===== src/rtl/weight_buffer_fill_ctrl.sv =====
// Streams weight words into nb_pe_col buffer banks, filling column-major within each row.
// One word is written per accepted input, one cycle after acceptance.
module weight_buffer_fill_ctrl #(
  parameter int nb_pe_col         = 32,
  parameter int buffer_depth      = 72,
  parameter int buffer_width      = 16,
  parameter int buffer_addr_width = $clog2(buffer_depth)
) (
  input  logic                                clk,
  input  logic                                rst_n,
  input  logic                                start,
  input  logic                                abort,
  input  logic [buffer_addr_width:0]          nb_rows,
  input  logic [buffer_width-1:0]             in_data,
  input  logic                                in_valid,
  output logic                                in_ready,
  output logic [buffer_addr_width-1:0]        wAddr,
  output logic [nb_pe_col*buffer_width-1:0]   buffer_data_in,
  output logic [nb_pe_col-1:0]                buffer_wEn,
  output logic                                busy,
  output logic                                done
);

  localparam int COL_W = (nb_pe_col > 1) ? $clog2(nb_pe_col) : 1;

  typedef enum logic [1:0] {IDLE, FILL, DONE} state_t;

  state_t                     state, state_nxt;
  logic [COL_W-1:0]           col;
  logic [buffer_addr_width-1:0] row;
  logic [buffer_addr_width:0] rows_lat;
  logic [buffer_addr_width:0] rows_clamp;
  logic [nb_pe_col-1:0]       col_onehot;
  logic                       accept;
  logic                       last_col;
  logic                       last_row;

  assign accept     = in_valid && (state == FILL);
  assign last_col   = (col == COL_W'(nb_pe_col - 1));
  assign last_row   = ({1'b0, row} == (rows_lat - 1'b1));
  assign rows_clamp = (nb_rows > (buffer_addr_width+1)'(buffer_depth)) ?
                      (buffer_addr_width+1)'(buffer_depth) : nb_rows;

  assign in_ready = (state == FILL);
  assign busy     = (state != IDLE);
  assign done     = (state == DONE);

  always_comb begin
    col_onehot      = '0;
    col_onehot[col] = 1'b1;
  end

  always_comb begin
    state_nxt = state;
    case (state)
      IDLE: if (start) state_nxt = (nb_rows == '0) ? DONE : FILL;
      // abort wins over completion of the final word
      FILL: begin
        if (abort)
          state_nxt = IDLE;
        else if (accept && last_col && last_row)
          state_nxt = DONE;
      end
      DONE:    state_nxt = IDLE;
      default: state_nxt = IDLE;
    endcase
  end

  // Write stage: the accepted word lands on the banks one cycle later
  always_ff @(posedge clk) begin
    if (!rst_n) begin
      state          <= IDLE;
      col            <= '0;
      row            <= '0;
      rows_lat       <= '0;
      buffer_wEn     <= '0;
      wAddr          <= '0;
      buffer_data_in <= '0;
    end else begin
      state      <= state_nxt;
      buffer_wEn <= '0;
      if (state == IDLE && start) begin
        col      <= '0;
        row      <= '0;
        rows_lat <= rows_clamp;
      end
      if (accept) begin
        buffer_wEn     <= col_onehot;
        wAddr          <= row;
        buffer_data_in <= {nb_pe_col{in_data}};
        if (last_col) begin
          col <= '0;
          row <= last_row ? '0 : row + 1'b1;
        end else begin
          col <= col + 1'b1;
        end
      end
    end
  end

endmodule


===== config.mk =====
export PLATFORM = sky130hd
export DESIGN_NAME = weight_buffer_fill_ctrl
export DESIGN_NICKNAME = d
export VERILOG_FILES = /design/src/rtl/weight_buffer_fill_ctrl.sv
export SDC_FILE = /design/constraint.sdc
export NUM_CORES = 1
export LEC_CHECK = 0
export BUFFER_PORTS_ARGS = -buffer_cell sky130_fd_sc_hd__clkbuf_2
export CAP_MARGIN = 20
export CORE_AREA = 3 3 225 227
export DETAILED_ROUTE_END_ITERATION = 10
export DIE_AREA = 0 0 228 230
export GPL_TIMING_DRIVEN = 1
export PLACE_DENSITY = 0.46
export SETUP_SLACK_MARGIN = 0.15
export SYNTH_ARGS = -nofsm -noshare
export SYNTH_HDL_FRONTEND = slang
export SYNTH_SLANG_ARGS = --single-unit

===== constraint.sdc =====
create_clock -name clk -period 3.15 [get_ports clk]
set_input_delay 0.63 -clock clk [delete_from_list [all_inputs] [get_ports clk]]
set_output_delay 0.63 -clock clk [all_outputs]
set_load 0.05 [all_outputs]

==> results of run 1 <==
[flip-flops by register name, summed over array words and instances (netlist names)]
register and cells:
buffer_wEn 32, buffer_data_in 16, state 2, wAddr 7, row 7, col 5, rows_lat 8
[metrics by stage]
| step | total power (W) | utilization (%) | cells | setup WS [ns] |
|---|---|---|---|---|
| 2_1_floorplan | 0.00230 | - | 842 | 1.03 |
| 3_3_place_gp | 0.00226 | 13.9 | 1577 | 0.825 |
| 3_5_place_dp | 0.00226 | 13.9 | 1577 | 0.789 |
| 4_1_cts | 0.00347 | 14.5 | 1592 | 0.681 |
| 5_1_grt | 0.00354 | 14.6 | 1594 | 0.574 |
| 6_report | 0.00338 | 14.6 | 1594 | 0.767 |
[final cells by class]
cell class	count	area (um2)
fillers	5605	41700
repair buffers	589	2980
flip-flops and latches	77	1540
multi-input cells	241	1420
well taps	664	831
clock buffers	10	239
clock inverters	5	82.6
inverters	8	30.0
[placed cells by master (no fill, tap or decap), drive strengths merged, types with 2 or more instances in the layout]
| master | Yosys | routed |
|---|---|---|
| a21oi | 6 | 6 |
| xnor2 | 6 | 6 |
| or4 | 3 | 3 |
| nor4b | 2 | 2 |
| and3b | 2 | 2 |
| a31oi | 2 | 2 |
| nor2 | 41 | 41 |
| nor2b | 11 | 11 |
| inv | 8 | 9 |
| buf | 499 | 7 |
| or3b | 2 | 2 |
| nand3b | 4 | 4 |
| a31o | 2 | 2 |
| ha | 7 | 7 |
| and2 | 4 | 4 |
| a21boi | 26 | 26 |
| nand2b | 2 | 2 |
| nand3 | 14 | 14 |
| clkinv | 0 | 2 |
| a22oi | 7 | 7 |
| and3 | 6 | 6 |
| or3 | 6 | 6 |
| a211oi | 2 | 2 |
| nor3 | 7 | 7 |
| o21ai | 6 | 6 |
| clkbuf | 17 | 592 |
| nand2 | 57 | 57 |
| nor3b | 2 | 2 |
| dfxtp | 77 | 77 |
| xor2 | 3 | 3 |
| bufinv | 0 | 2 |
[per-layer routing]
| metal | up-vias | track usage, % | routed length [um] |
|---|---|---|---|
| li1 | 2322 | - | - |
| met1 | 1983 | 6.87 | 6740 |
| met2 | 245 | 9.37 | 8460 |
| met3 | 17 | 2.23 | 1590 |
| met4 | 0 | 1.99 | 264 |
| met5 | - | 0 | 0 |
[cells by family after synthesis]
group                      share of synthesized area, %
xor gates and xnor gates                           1.16
DFF                                                22.6
buffers and inverters                              56.6
adders and majority gates                          1.29
AOI/OAI and AO/OA                                  6.08
and+or+nand+nor                                    12.2
[how the worst max path moves through the flow]
stage	from	slack (ns)	cells after the start	endpoint
after floorplan	rows_lat[0]$_SDFFE_PN0P_	1.03	9	row[5]$_SDFF_PN0_
after global placement	nb_rows[1]	0.83	6	rows_lat[1]$_SDFFE_PN0P_
after detailed placement	nb_rows[1]	0.79	6	rows_lat[1]$_SDFFE_PN0P_
after CTS	buffer_data_in[509]$_SDFFE_PN0P_	0.68	1	buffer_data_in[301]
after global routing	buffer_data_in[503]$_SDFFE_PN0P_	0.57	1	buffer_data_in[407]
final	buffer_data_in[497]$_SDFFE_PN0P_	0.77	1	buffer_data_in[241]
[power by group]
part	internal, W	total [W]	switching, W	leakage (nW)
clock network	0.000714	0.00116	0.000442	0.159
registers	0.000987	0.00104	0.0000574	0.622
logic	0.000199	0.00118	0.000982	3.15
total	0.00190	0.00338	0.00148	3.93
==> results.py, run 1 <==
metrics = {
    "routing": {
        "wl_um": 17100,
        "viasPerCell": 2.87,
        "vias": 4567,
        "postRouteAntennaNets": 0,
        "drt-initial-drc-count": 148,
        "drc": 0,
        "wl_per_cell_um": 10.7,
        "drtPass1Iterations": 4,
    },
    "critical_path": {
        "worst_path_max_delay_cell": "dfxtp_1",
        "cp.arrival_ns": 1.75,
        "max_stage_delay_ns": 0.97,
        "r2r_setup_slack_ns": 0.88,
        "reg2reg_depth": 8,
        "start_kind": "register",
        "crit_family": "flip-flops",
        "path_class": "register to output pin",
        "cp_max_fo": 33,
        "reg2reg_from": "rows_lat[0]$_SDFFE_PN0P_",
        "path_cells": "clkbuf_2",
        "worstSetupEndpointType": "output pin",
        "cp_num_buf_inv": 1,
        "cp.required_ns": 2.52,
        "regToRegEndpoint": "row[5]$_SDFF_PN0_",
    },
    "run_status": {
        "status": "completed",
    },
    "timing": {
        "clock.fmax_ghz": 0.420,
        "worst_pin_slew_ns": 0.988,
        "final_max_slew_viol_count": 0,
        "clock_skew_ns": 0.00765,
        "fin_crit_ns": 2.38,
        "hold_viol": 0,
        "rsz0062_at_grt": "false",
        "finalSetupTns_ns": 0,
        "slew_headroom_pct": 34.0,
        "finalSetupViolations": 0,
        "hold_slack_ns": 0.462,
        "timing.final.crit_share_pct": 75.7,
    },
    "logic_synthesis": {
        "synth_seq_area_share_pct": 22.6,
        "syn_nets": 878,
        "ys_async_sr_fraction_pct": 0,
        "ys_ff_latch": 77,
        "synth-edff-count": 0,
        "syn-cell-area_mm2": 0.00681,
        "syn-mean-instance-area_um2": 8.08,
        "synth_area_leaders": "buf_4 (55%), dfxtp_1 (23%), nand2_1 (3.1%), a21boi_0 (2.8%), nor2_1 (2.3%)",
        "synthMostInstantiatedCell": "buf_4",
        "synth_commonest_cells": "buf_4 (496), dfxtp_1 (77), nand2_1 (57)",
        "synth_cells": 842,
        "synth-main-ff-cell": "dfxtp_1",
        "yosysWarnings": 0,
        "synth.top_cell.area_share_pct": 54.7,
        "synth_top_area_cell": "buf_4",
        "synthDistinctLibCells": 48,
    },
    "clock_tree": {
        "clk_pin_slew_ns": 0.06,
        "cts_tree": "yes",
        "cts_max_path_buffers": 2,
        "clockRootBuffer": "clkbuf_16",
        "cts_hold_buf": 0,
        "post_cts_buffers": 0,
        "cts_max_level": 3,
        "cts.repair.resized": 0,
        "numClockSinks": 77,
        "clk-insertion-delay-late_ns": 0.36,
        "cts_buffers": 9,
    },
    "grt": {
        "antenna_found_initial": 0,
        "grt.overflow.total": 0,
        "grt_max_degree": 34,
        "grt_usage_pct": 5.74,
        "grt_pass1_vias": 3664,
        "grt_pass1_wl_um": 23200,
    },
    "floorplan": {
        "dieWidth_um": 228,
        "dieArea_mm2": 0.0524,
        "die_h_um": 230,
        "ios": 583,
        "start_util_pct": 13.9,
        "core_area_mm2": 0.0488,
        "rows": 81,
    },
    "layout": {
        "n_antenna_cell": 0,
        "drive_gt1_share_pct": 66.2,
        "stdcell_area_mm2": 0.00712,
        "area_delta_synth_final_pct": 4.63,
        "num-nets-final": 962,
    },
    "pwr": {
        "p_per_area_mw_per_mm2": 475,
        "vdd_ir_drop_max_mv": 0.324,
        "p_leak_nw": 3.93,
    },
    "worst_hold_path": {
        "hold_class": "register to register",
        "hp-start": "wAddr[5]$_SDFFE_PN0P_",
        "min_path_cells": 2,
        "hold_end": "wAddr[5]$_SDFFE_PN0P_",
    },
    "placed_design": {
        "portBuffers": 582,
        "placed_cell_area_mm2": 0.00677,
        "post-dp-hpwl_um": 13700,
        "gp_congestion": 0.746,
    },
    "job": {
        "cap_viol_max_count": 0,
    },
}
Power figures use the tool's default switching activity.
==> inputs of run 2 (changes only) <==
- CORE_AREA: 3 3 225 227 -> 3 3 223 225
- DIE_AREA: 0 0 228 230 -> 0 0 226 228
- clock period: 3.15 -> 2.4 ns (I/O delays scaled with it)
==> run 2 against run 1 <==
  * Non-clock buffer count increased by 17
  * Sequential power rose by 26%
  * Clock skew up 0.0040 ns
  * Die area down 1.7%
  * Combinational power grew 37%
==> results.py, run 2 (synthesized netlist as in run 1, its figures left out) <==
metrics = {
    "run_status": {
        "status": "completed",
    },
    "pwr": {
        "p_int_w": 0.00231,
        "vdd_ir_drop_max_mv": 0.495,
        "power_w": 0.00437,
        "p_sw_w": 0.00206,
        "p_per_area_mw_per_mm2": 610,
        "p_comb_share_pct": 37.2,
        "pwr-share-clk_pct": 32.9,
        "sequentialPowerShare_pct": 30.0,
        "sw_frac_of_total_pct": 47.1,
        "p_leak_nw": 4.00,
    },
    "floorplan": {
        "start_util_pct": 14.3,
        "dieWidth_um": 226,
        "rows": 80,
        "ios": 583,
        "core_area_mm2": 0.0477,
        "dieArea_mm2": 0.0515,
        "die_h_um": 228,
    },
    "layout": {
        "num-nets-final": 979,
        "n_fill_cell": 5390,
        "layout_commonest_cell": "clkbuf_2",
        "regMostFlops": "buffer_wEn",
        "largest_register_ffs": 32,
        "layout_common_cells": "clkbuf_2 (582), dfxtp_1 (75), nand2_1 (55)",
        "area_delta_synth_final_pct": 5.18,
        "drive_gt1_share_pct": 67.5,
        "final_util_pct": 15.0,
        "largestRegisters": "buffer_wEn x32, buffer_data_in x16, rows_lat x8",
        "stdcell_area_mm2": 0.00716,
    },
    "critical_path": {
        "r2r_setup_slack_ns": 0.22,
        "cp_max_fo": 8,
        "path_class": "register to register",
        "worstSetupEndpointType": "register",
        "cp.required_ns": 2.65,
        "startpoint": "rows_lat[3]$_SDFFE_PN0P_",
        "start_kind": "register",
        "endpoint": "row[5]$_SDFF_PN0_",
        "reg2reg_from": "rows_lat[3]$_SDFFE_PN0P_",
        "regToRegEndpoint": "row[5]$_SDFF_PN0_",
        "reg2reg_depth": 6,
        "cp.arrival_ns": 2.43,
    },
    "placed_design": {
        "portBuffers": 582,
        "gp_congestion": 0.748,
        "placed_cell_area_mm2": 0.00685,
        "post-dp-hpwl_um": 14400,
    },
    "routing": {
        "postRouteAntennaNets": 0,
        "wl_per_cell_um": 11.8,
        "vias": 4654,
        "wl_um": 18400,
        "drc": 0,
        "top_layer": "met5",
        "wl_met2_um": 8790,
        "viasPerCell": 2.98,
        "met1_length_um": 7500,
        "drt-initial-drc-count": 199,
        "drtPass1Iterations": 4,
        "dr_wl_met3_um": 1910,
    },
    "clock_tree": {
        "post_cts_buffers": 0,
        "clk-insertion-delay-late_ns": 0.37,
        "cts_max_level": 3,
        "numClockSinks": 77,
        "cts_hold_buf": 0,
        "cts_tree": "yes",
        "clockRootBuffer": "clkbuf_16",
        "cts_buffers": 9,
        "cts_max_path_buffers": 2,
        "clk_pin_slew_ns": 0.08,
    },
    "grt": {
        "grt.overflow.total": 0,
        "grt_pass1_vias": 3774,
        "grt_pass1_wl_um": 25400,
        "grt_max_degree": 34,
        "grt_usage_pct": 6.53,
        "antenna_found_initial": 4,
    },
    "worst_hold_path": {
        "hold_class": "input port to register",
    },
    "timing": {
        "rsz0062_at_grt": "true",
        "slew_headroom_pct": 59.8,
        "clock_skew_ns": 0.0116,
        "fin_crit_ns": 2.18,
        "hold_slack_ns": 0.333,
        "final_max_slew_viol_count": 0,
        "clock.fmax_ghz": 0.459,
        "hold_viol": 0,
        "finalSetupTns_ns": 0,
        "timing.final.crit_share_pct": 90.8,
        "worst_pin_slew_ns": 0.598,
        "finalSetupViolations": 0,
    },
    "job": {
        "cap_viol_max_count": 0,
    },
}
## run 2: per-layer routing
metal  vias up  GRT usage [%]
li1       2357              -
met1      2043           7.77
met2       229           10.4
met3        19           3.20
met4         6           1.79
met5         -              0
## run 2: how the worst min path moves through the flow
stage                                          start                                to  slack (ns)  cells past startpoint
finish                                    in_data[2]  buffer_data_in[498]$_SDFFE_PN0P_        0.33                      3
detailed placement  buffer_data_in[498]$_SDFFE_PN0P_  buffer_data_in[498]$_SDFFE_PN0P_        0.46                      2
CTS                                       in_data[2]  buffer_data_in[498]$_SDFFE_PN0P_        0.30                      3
global placement    buffer_data_in[495]$_SDFFE_PN0P_  buffer_data_in[495]$_SDFFE_PN0P_        0.45                      2
floorplan                          row[0]$_SDFF_PN0_                 row[0]$_SDFF_PN0_        0.49                      2
global route                             in_data[15]  buffer_data_in[495]$_SDFFE_PN0P_        0.32                      3
## run 2: timing repair
item,4_1_cts,5_1_grt
hold endpoints to repair,0,0
gates cloned,0,0
gates resized for setup,1,5
setup endpoints to repair,1,3
## run 2: power by group through the flow
stage	logic, W	clock network (W)	registers (W)
6_report	0.00162	0.00144	0.00131
5_1_grt	0.00169	0.00159	0.00131
4_1_cts	0.00164	0.00156	0.00131
3_5_place_dp	0.00164	0	0.00134
3_3_place_gp	0.00164	0	0.00134
2_1_floorplan	0.00158	0	0.00143
## run 2: metrics by stage
step                      cells  setup slack, ns
after detailed placement   1547            0.149
after global placement     1547            0.197
final                      1564            0.221
after floorplan             842            0.283
after global routing       1563            0.133
after CTS                  1563            0.178
## run 2: area by class of cell
| type | instances | area [um2] | area share [%] |
|---|---|---|---|
| timing repair buffer | 606 | 3090 | 43.2 |
| sequential | 77 | 1540 | 21.6 |
| inverter | 8 | 30.0 | 0.419 |
| tap | 615 | 769 | 10.7 |
| multi-input combinational | 241 | 1430 | 20.0 |
| antenna | 1 | 2.50 | 0.0350 |
| clock buffer | 10 | 239 | 3.34 |
| clock inverter | 6 | 50.0 | 0.699 |
## run 2: critical path: stages, from the launching register on
cell and delay [ns]:
dfxtp_1 0.37, or4_4 0.55, or3_1 0.32, a21oi_1 0.19
o311a_4 0.27, nor3_1 0.07, o31a_1 0.29
==> inputs of run 3 (changes only) <==
- CORE_AREA: 3 3 223 225 -> 3 3 225 227
- DIE_AREA: 0 0 226 228 -> 0 0 228 230
- PLACE_DENSITY: 0.46 -> 0.47
- REMOVE_ABC_BUFFERS: not set -> 1
- clock period: 2.4 -> 2 ns (I/O delays scaled with it)
==> run 3 against run 2 <==
  * The flow now finishes with violations (negative setup slack)
  * Critical path depth unchanged
  * Sequential power up 21%
  * Hold slack worse by 0.048 ns
  * Non-clock buffer count up 29
  * Power up 35%
  * Register-to-register slack worse by 0.33 ns
  * Die area up 1.8%
  * Clock power up 17%
  * Global-route usage up 2.2 points
  * Clock skew about the same
  * Critical path type unchanged
  * Critical endpoint is now row[0]$_SDFF_PN0_
==> results.py, run 3 (synthesized netlist as in run 1, its figures left out) <==
metrics = {
    "placed_design": {
        "post-dp-hpwl_um": 19900,
        "gp_congestion": 0.797,
        "placed_cell_area_mm2": 0.0106,
        "dpl.cell_count": 1621,
        "portBuffers": 582,
    },
    "routing": {
        "drc": 0,
        "viasPerCell": 3.20,
        "wl_um": 24600,
        "drt-initial-drc-count": 190,
        "wl_per_cell_um": 15.0,
        "vias": 5248,
        "postRouteAntennaNets": 0,
        "drtPass1Iterations": 4,
    },
    "timing": {
        "slew_headroom_pct": 67.2,
        "finalSetupViolations": 7,
        "worst_pin_slew_ns": 0.490,
        "fin_crit_ns": 2.11,
        "timing.final.crit_share_pct": 106,
        "clock.fmax_ghz": 0.474,
        "clock_skew_ns": 0.0117,
        "rsz0062_at_grt": "true",
        "setup_ws_ns": -0.112,
        "hold_viol": 0,
        "final_max_slew_viol_count": 0,
        "finalSetupTns_ns": -0.413,
    },
    "layout": {
        "layout_common_cells": "clkbuf_2 (348), buf_12 (237), dfxtp_1 (68)",
        "largestRegisters": "buffer_wEn x32, buffer_data_in x16, rows_lat x8",
        "largest_register_ffs": 32,
        "area_delta_synth_final_pct": 62.4,
        "layout_commonest_cell": "clkbuf_2",
        "num-nets-final": 1008,
        "final_util_pct": 22.6,
        "n_fill_cell": 5234,
        "drive_gt1_share_pct": 70.1,
        "regMostFlops": "buffer_wEn",
        "instances_no_fill": 1641,
        "stdcell_area_mm2": 0.0111,
        "n_antenna_cell": 0,
    },
    "floorplan": {
        "ios": 583,
        "core_area_mm2": 0.0488,
        "dieArea_mm2": 0.0524,
        "start_util_pct": 13.9,
        "rows": 81,
        "dieWidth_um": 228,
        "die_h_um": 230,
    },
    "worst_hold_path": {
        "hold_class": "input port to register",
    },
    "grt": {
        "grt_pass1_wl_um": 34300,
        "grt.overflow.total": 0,
        "grt_pass1_vias": 5068,
        "antenna_found_initial": 2,
        "grt_usage_pct": 8.71,
        "grt_max_degree": 34,
    },
    "clock_tree": {
        "clk-insertion-delay-late_ns": 0.35,
        "cts_max_path_buffers": 2,
        "cts_max_level": 3,
        "clockRootBuffer": "clkbuf_16",
        "cts_tree": "yes",
        "cts_buffers": 9,
        "numClockSinks": 77,
        "clk_pin_slew_ns": 0.06,
    },
    "pwr": {
        "vdd_ir_drop_max_mv": 0.405,
        "p_per_area_mw_per_mm2": 532,
        "pwr-share-clk_pct": 28.6,
        "sw_frac_of_total_pct": 42.3,
        "p_comb_share_pct": 44.5,
        "p_sw_w": 0.00249,
        "p_int_w": 0.00340,
        "p_leak_nw": 5.05,
        "sequentialPowerShare_pct": 26.9,
    },
    "critical_path": {
        "path_class": "register to register",
        "max_stage_delay_ns": 0.56,
        "path_cells": "or4_4 > o21bai_4 > nor4b_4 > o311a_4 > or3_1 > a21boi_1",
        "cp_max_fo": 8,
        "worstSetupEndpointType": "register",
        "cp.arrival_ns": 2.39,
        "worst_path_max_delay_cell": "or4_4",
        "cp.required_ns": 2.28,
        "start_kind": "register",
    },
    "job": {
        "cap_viol_max_count": 0,
    },
    "run_status": {
        "status": "finished, violations left",
        "failed_checks": "negative setup slack",
    },
}
-- run 3: changes by cell type in the layout (fill, tap and decap cells not counted), moves of 2 or more --
| cell | previous run | this run |
|---|---|---|
| buf_12 | 0 | 237 |
| clkbuf_2 | 582 | 348 |
| buf_4 | 24 | 40 |
| buf_2 | 0 | 10 |
| dfxtp_1 | 75 | 68 |
| dfxtp_2 | 2 | 6 |
| dfxtp_4 | 0 | 3 |
| inv_6 | 3 | 0 |
| clkinvlp_4 | 1 | 3 |
| o21ai_0 | 6 | 4 |
-- run 3: what timing repair did --
action,in CTS,in global routing
gates resized for setup,6,29
hold buffers,0,0
endpoints found under the hold margin,0,0
pin swaps,7,2
buffers inserted,1,3
endpoints found under the setup margin,52,109
gates cloned,0,0
-- run 3: area by class of cell --
type	count	area, um2	area share [%]
multi-input combinational	241	1500	13.5
clock inverter	6	62.6	0.566
sequential	77	1560	14.1
inverter	8	30.0	0.272
clock buffer	10	239	2.16
timing repair buffer	635	6840	61.8
tap	664	831	7.51
-- run 3: routing by layer --
metal  GRT usage [%]  wire length [um]  share of wire, %  vias to the layer above
met1            9.63              9000                37                     2455
met3            3.12              2630                11                       12
li1                -                 -                 -                     2415
met4            1.20               131              0.53                        0
met5               0                 0                 0                        -
met2            16.3             12800                52                      366
-- run 3: worst max-delay path: cells and delay by family (launching register included) --
kind,cells,cell delay (ns)
and+or+nand+nor,3,1.01
AOI/OAI and AO/OA,3,0.73
DFF,1,0.31
-- run 3: final timing paths --
| check | from | end | slack (ns) | depth (start not counted) |
|---|---|---|---|---|
| setup reg to reg | rows_lat[2]$_SDFFE_PN0P_ | row[0]$_SDFF_PN0_ | -0.11 | 6 |
| hold reg to reg | wAddr[4]$_SDFFE_PN0P_ | wAddr[4]$_SDFFE_PN0P_ | 0.47 | 2 |
| setup / recovery | rows_lat[2]$_SDFFE_PN0P_ | row[0]$_SDFF_PN0_ | -0.11 | 6 |
| hold / removal | in_data[11] | buffer_data_in[507]$_SDFFE_PN0P_ | 0.28 | 3 |
-- run 3: power groups by stage --
stage	clock (W)	sequential (W)	combinational, W
final	0.00168	0.00158	0.00262
after detailed placement	0	0.00162	0.00262
after CTS	0.00173	0.00159	0.00263
after floorplan	0	0.00297	0.000128
after global placement	0	0.00162	0.00262
after global routing	0.00180	0.00159	0.00270
-- run 3: per-stage QoR --
step | setup WS (ns) | total power [W] | hold WS (ns)
after floorplan | -9.08 | 0.00310 | 0.492
after global placement | -0.0610 | 0.00424 | 0.454
after detailed placement | -0.0974 | 0.00424 | 0.464
after CTS | -0.0887 | 0.00595 | 0.275
after global routing | -0.150 | 0.00608 | 0.282
final | -0.112 | 0.00588 | 0.285
